$ cat src/rtl/cla_pkg.sv
// Shared definitions for the wide sequential adder built around the 32-bit CLA.
// Holds the chunk width, the controller state type and the counter-width helper.
package cla_pkg;

  localparam int CHUNK_W = 32;

  typedef enum logic [1:0] {
    ST_IDLE = 2'd0,
    ST_RUN  = 2'd1,
    ST_DONE = 2'd2
  } state_e;

  // Chunk counter needs ceil(log2(words)) bits, never fewer than one.
  function automatic int cnt_width(input int words);
    if (words > 2) begin
      return $clog2(words);
    end else begin
      return 1;
    end
  endfunction

endpackage

$ cat src/rtl/cla32.sv
// 32-bit carry-lookahead adder: 4-bit lookahead groups whose group
// generate/propagate terms produce the carries between groups.
module cla32 (
  input  logic [31:0] a_in,
  input  logic [31:0] b_in,
  input  logic        c_in,
  output logic [31:0] sum_o,
  output logic        c_o
);

  logic [31:0] g_s;
  logic [31:0] p_s;
  logic [31:0] c_s;
  logic [7:0]  grp_g_s;
  logic [7:0]  grp_p_s;
  logic [8:0]  grp_c_s;

  assign g_s        = a_in & b_in;
  assign p_s        = a_in ^ b_in;
  assign grp_c_s[0] = c_in;

  for (genvar j = 0; j < 8; j++) begin : g_grp
    localparam int B = 4 * j;

    // In-group carries are flattened so none depends on a neighbour bit's carry.
    assign c_s[B]   = grp_c_s[j];
    assign c_s[B+1] = g_s[B] | (p_s[B] & grp_c_s[j]);
    assign c_s[B+2] = g_s[B+1] | (p_s[B+1] & g_s[B])
                    | (p_s[B+1] & p_s[B] & grp_c_s[j]);
    assign c_s[B+3] = g_s[B+2] | (p_s[B+2] & g_s[B+1])
                    | (p_s[B+2] & p_s[B+1] & g_s[B])
                    | (p_s[B+2] & p_s[B+1] & p_s[B] & grp_c_s[j]);

    assign grp_g_s[j] = g_s[B+3] | (p_s[B+3] & g_s[B+2])
                      | (p_s[B+3] & p_s[B+2] & g_s[B+1])
                      | (p_s[B+3] & p_s[B+2] & p_s[B+1] & g_s[B]);
    assign grp_p_s[j] = p_s[B+3] & p_s[B+2] & p_s[B+1] & p_s[B];

    assign grp_c_s[j+1] = grp_g_s[j] | (grp_p_s[j] & grp_c_s[j]);
  end

  assign sum_o = p_s ^ c_s;
  assign c_o   = grp_c_s[8];

endmodule

$ cat src/rtl/cla_wide_add_seq.sv
// Multi-cycle wide adder: latches WORDS x 32-bit operands and feeds one chunk
// per cycle, LSW first, through a single cla32, carrying between chunks in a register.
module cla_wide_add_seq
  import cla_pkg::*;
#(
  parameter int WORDS = 4
) (
  input  logic                       clk_in,
  input  logic                       rst_n_in,
  input  logic                       in_valid_in,
  output logic                       in_ready_o,
  input  logic [CHUNK_W*WORDS-1:0]   a_in,
  input  logic [CHUNK_W*WORDS-1:0]   b_in,
  input  logic                       c_in,
  output logic                       out_valid_o,
  input  logic                       out_ready_in,
  output logic [CHUNK_W*WORDS-1:0]   sum_o,
  output logic                       c_o,
  output logic                       busy_o
);

  localparam int                 CNT_W    = cnt_width(WORDS);
  localparam logic [CNT_W-1:0]   LAST_CNT = CNT_W'(WORDS - 1);

  state_e                        state_r;
  logic [CNT_W-1:0]              cnt_r;
  logic                          carry_r;
  logic [CHUNK_W*WORDS-1:0]      a_r;
  logic [CHUNK_W*WORDS-1:0]      b_r;
  logic [CHUNK_W-1:0]            sum_words_r [WORDS];
  logic                          c_r;
  logic                          in_ready_r;
  logic                          out_valid_r;
  logic                          busy_r;

  logic [CHUNK_W-1:0]            a_words_s [WORDS];
  logic [CHUNK_W-1:0]            b_words_s [WORDS];
  logic [CHUNK_W-1:0]            a_chunk_s;
  logic [CHUNK_W-1:0]            b_chunk_s;
  logic [CHUNK_W-1:0]            cla_sum_s;
  logic                          cla_c_s;

  for (genvar k = 0; k < WORDS; k++) begin : g_words
    assign a_words_s[k]                  = a_r[k*CHUNK_W +: CHUNK_W];
    assign b_words_s[k]                  = b_r[k*CHUNK_W +: CHUNK_W];
    assign sum_o[k*CHUNK_W +: CHUNK_W]   = sum_words_r[k];
  end

  // Chunk select: the adder only ever sees latched operands, never the input ports.
  always_comb begin
    a_chunk_s = a_words_s[cnt_r];
    b_chunk_s = b_words_s[cnt_r];
  end

  cla32 u_cla32 (
    .a_in  (a_chunk_s),
    .b_in  (b_chunk_s),
    .c_in  (carry_r),
    .sum_o (cla_sum_s),
    .c_o   (cla_c_s)
  );

  // Controller, operand latches and per-chunk sum write-back.
  always_ff @(posedge clk_in or negedge rst_n_in) begin
    if (!rst_n_in) begin
      state_r     <= ST_IDLE;
      cnt_r       <= '0;
      carry_r     <= 1'b0;
      a_r         <= '0;
      b_r         <= '0;
      c_r         <= 1'b0;
      in_ready_r  <= 1'b1;
      out_valid_r <= 1'b0;
      busy_r      <= 1'b0;
      for (int k = 0; k < WORDS; k++) begin
        sum_words_r[k] <= '0;
      end
    end else begin
      case (state_r)
        ST_IDLE: begin
          if (in_valid_in) begin
            a_r        <= a_in;
            b_r        <= b_in;
            carry_r    <= c_in;
            cnt_r      <= '0;
            state_r    <= ST_RUN;
            in_ready_r <= 1'b0;
            busy_r     <= 1'b1;
          end else begin
            state_r    <= ST_IDLE;
          end
        end
        ST_RUN: begin
          sum_words_r[cnt_r] <= cla_sum_s;
          carry_r            <= cla_c_s;
          // Counter parks on the last chunk; it only restarts on the next acceptance.
          if (cnt_r == LAST_CNT) begin
            c_r         <= cla_c_s;
            out_valid_r <= 1'b1;
            state_r     <= ST_DONE;
          end else begin
            cnt_r       <= cnt_r + CNT_W'(1);
          end
        end
        ST_DONE: begin
          if (out_ready_in) begin
            out_valid_r <= 1'b0;
            in_ready_r  <= 1'b1;
            busy_r      <= 1'b0;
            state_r     <= ST_IDLE;
          end else begin
            state_r     <= ST_DONE;
          end
        end
        default: begin
          state_r     <= ST_IDLE;
          in_ready_r  <= 1'b1;
          out_valid_r <= 1'b0;
          busy_r      <= 1'b0;
        end
      endcase
    end
  end

  assign in_ready_o  = in_ready_r;
  assign out_valid_o = out_valid_r;
  assign busy_o      = busy_r;
  assign c_o         = c_r;

endmodule

$ cat config.mk
export PLATFORM = sky130hd
export DESIGN_NAME = cla_wide_add_seq
export DESIGN_NICKNAME = d
export VERILOG_FILES = /design/src/rtl/cla_pkg.sv /design/src/rtl/cla32.sv /design/src/rtl/cla_wide_add_seq.sv
export SDC_FILE = /design/constraint.sdc
export NUM_CORES = 1
export LEC_CHECK = 0
export ABC_AREA = 1
export CORE_ASPECT_RATIO = 0.5
export CORE_MARGIN = 2
export CORE_UTILIZATION = 51
export DETAILED_ROUTE_END_ITERATION = 8
export HOLD_SLACK_MARGIN = 0.1
export MAX_ROUTING_LAYER = met4
export PLACE_DENSITY = 0.81
export REMOVE_ABC_BUFFERS = 1
export SYNTH_ARGS = -nofsm -noshare
export SYNTH_HDL_FRONTEND = slang
export SYNTH_SLANG_ARGS = --single-unit
$ cat constraint.sdc
create_clock -name clk_in -period 5.2 [get_ports clk_in]
set_clock_uncertainty 0.15 [all_clocks]
set_input_delay 1.04 -clock clk_in [delete_from_list [all_inputs] [get_ports clk_in]]
set_output_delay 1.04 -clock clk_in [all_outputs]
set_load 0.03 [all_outputs]
==> qor.csv <==
stage;metric;value;unit
sta;slew_headroom;26.6;%
setup_path;timing.rr.start;cnt_r[1];
die;coreArea;0.0344;sq mm
sta;rsz0062_at_grt;no;
setup_path;startpoint_type;flop;
setup_path;cp.required;5530;ps
die;rows;48;
sta;whs;316;ps
setup_path;slowest_stage;buf_4;
hold_path;min_from;in_ready_o;
sta;setup_tns;0;ps
grt;grt_pass1_vias;15843;
route;dr.pass1.iters;5;
setup_path;worstPathArrival;4580;ps
setup_path;startpoint;cnt_r[1];
setup_path;crit_chain;buf_4, o21ai_0, o22ai_1, ha_1, nand2_1, clkinv_1, nand3_2, nand2_2, nand2_2, nand2_4, nand2_2, nand2_4, nand2_2, nand2_4, nand2_2, nand2_4, nand2_4, nand2_4, nand2_2, nand2_4, fa_1, xor2_1, nand2_1, nand2_1;
grt;grt_usage;30.6;%
cells_and_area;layout-drive-gt1-share;4.38;%
synth;syn_area;0.0177;sq mm
cts;post-cts-setup-buffers;0;
cts;htree_levels;2;
setup_path;cp.buffers_inverters;2;
synth;ys_ff_latch;393;
cells_and_area;final_nets;2812;
sta;finalHoldViolCount;0;
sta;worstMarginPinSlew;1100;ps
synth;synth_cell_types;30;
synth;yosysSeqAreaShare;55.5;%
grt;grt_start_max_net_pins;208;
die;initial_core_util;51.6;%
cells_and_area;syn_to_final_growth;30.8;%
cts;insertion_delay;540;ps
synth;synth_cells;2183;
cts;cts_inserted_buffers;36;
route;remaining_drc_errors;0;
setup_path;crit_top_cell;nand2_4;
setup_path;endpoint_kind;flop;
pwr;leakagePower;11.6;nW
cells_and_area;stdcell_count;3024;
setup_path;worstSetupPathType;flop to flop;
pwr;vdd_ir_drop_max;0.448;mV
placed_design;place_congestion;0.858;
setup_path;cp_max_fo;64;
grt;gr-total-overflow;0;
cts;root_buffer;clkbuf_16;
grt;antenna_found_initial;15;
die;io_pins;393;
pwr;power_density;770;mW/mm^2
cts;clk_pin_slew;70;ps
route;wire_per_inst;17.8;um
sta;finalCritPeriodShare;81.8;%
job;drv_cap;0;
synth;postSynthAreaPerCell;8.11;sq um
die;die_h;136;um
sta;fmax;0.235;GHz
placed_design;place.port_buffers;392;
die;dieArea;0.0363;sq mm
setup_path;path_delay_family;simple AND/OR/NAND/NOR gates;
grt;grt_pass1_wl;83900;um
hold_path;hold_path_class;flop to flop;
die;die_w;268;um
synth;synth_warnings;0;
cts;cts_tree;done;
cts;cts-resized-gates;0;
sta;setup_viol;0;
cts;cts.sinks;393;
placed_design;dpl.hpwl;36300;um
route;ant_nets;0;
setup_path;cpPeakStageDelay;550;ps
route;drt_iter0_markers;1393;
route;totalWireLength;53900;um
cts;cts_hold_buf;0;
route;viasPerCell;5.30;
route;vias;16013;
cts;clockBufferDepth;3;
sta;fin_crit;4250;ps
sta;maxSlewViolCount;0;
placed_design;place_inst;2944;
status;status;completed;
[stage by stage]
| stage | total power, mW | cell area [sq um] | util (%) | worst slack, ps |
|---|---|---|---|---|
| 6_report | 17.8 | 23200 | 67.4 | 949 |
| 5_1_grt | 19.1 | 23200 | 67.4 | 680 |
| 4_1_cts | 17.8 | 23100 | 67.3 | 981 |
| 3_5_place_dp | 15.1 | 22000 | 64.1 | 996 |
| 3_3_place_gp | 14.8 | 22000 | 64.1 | 1200 |
| 2_1_floorplan | 11.8 | 17200 | - | -11370 |
[power by group]
| group | switching (mW) | total (mW) | leakage (nW) | internal [mW] |
|---|---|---|---|---|
| Clock | 1.19 | 2.63 | 0.554 | 1.44 |
| Combinational | 6.59 | 9.89 | 6.14 | 3.30 |
| Sequential | 0.806 | 5.33 | 4.93 | 4.52 |
| Total | 8.59 | 17.8 | 11.6 | 9.26 |
[path summary, 6_finish.rpt]
kind                               to  slack (ps)  cells past startpoint
setup / recovery            sum_o[93]         950                     24
hold reg to reg            in_ready_o         320                      2
min in group asynchronous     b_r[15]         380                      1
setup reg to reg            sum_o[93]         950                     24
hold / removal             in_ready_o         320                      2
max in group asynchronous    cnt_r[0]        3310                      2
[area by class of cell]
| type | count | area (sq um) |
|---|---|---|
| multi-input combinational | 1626 | 7250 |
| sequential | 393 | 9840 |
| clock inverter | 12 | 93.8 |
| timing repair buffer | 408 | 4150 |
| antenna | 16 | 40.0 |
| clock buffer | 52 | 1030 |
| inverter | 42 | 165 |
| fill | 2771 | 11200 |
| tap | 475 | 594 |
[cells in the mapped netlist, drive strengths merged]
library cell / number / area share, %
a211oi: 2 / 0.11
a21oi: 18 / 0.51
a31oi: 1 / 0.035
a32oi: 2 / 0.099
buf: 34 / 0.87
clkbuf: 88 / 1.9
clkinv: 2 / 0.042
dfrtp: 392 / 55
dfstp: 1 / 0.15
fa: 8 / 0.90
ha: 36 / 2.5
inv: 40 / 0.85
nand2: 1107 / 24
nand3: 39 / 1.2
nand3b: 1 / 0.042
nand4: 1 / 0.035
nor2: 145 / 3.1
nor3: 6 / 0.17
o21ai: 182 / 5.1
o22ai: 62 / 2.2
xnor2: 1 / 0.049
xor2: 15 / 0.74
[sequential cells by signal, indices dropped and copies added, names as in the netlist]
| name | flops |
|---|---|
| a_r | 128 |
| b_r | 128 |
| sum_o | 128 |
| cnt_r | 2 |
| state_r | 2 |
| busy_o | 1 |
| c_o | 1 |
| carry_r | 1 |
| in_ready_o | 1 |
| out_valid_o | 1 |
[metal layers]
| metal | up-vias | wire length, um | track usage [%] | share of wire (%) |
|---|---|---|---|---|
| met4 | 0 | 3150 | 17.8 | 5.8 |
| met1 | 7717 | 21200 | 36.8 | 39 |
| met3 | 177 | 2690 | 4.05 | 5.0 |
| met2 | 567 | 26900 | 50.1 | 50 |
| met5 | - | 0 | - | 0 |
| li1 | 7552 | - | - | - |
[worst min-delay path: stages (launching register included)]
cell and delay (ps):
dfstp_2 370, nand2_1 50, nand2_1 40
[layout by cell type, fill, tap and decap left out, drive strengths merged, types with 15 or more instances in the layout]
cell type,netlist,final
buf,34,17
ha,36,36
o21ai,182,182
dfrtp,392,392
nand3,39,39
nand2,1107,1107
a21oi,18,18
nor2,145,145
o22ai,62,62
diode,0,16
clkbuf,88,52
clkdlybuf4s50,0,391
inv,40,42
xor2,15,15
[kinds of logic (layout without fill, tap and decap cells)]
family                     count (synthesis)  after routing  synth area share (%)
xor gates and xnor gates                  16             16                 0.791
AOI/OAI and AO/OA                        267            267                  8.09
and+or+nand+nor                         1299           1299                  28.5
buffers and inverters                    164            514                  3.62
adders and majority gates                 44             44                  3.45
DFF                                      393            393                  55.5
other                                      0             16                     0
Note: power is estimated with default switching activity, not from simulation.
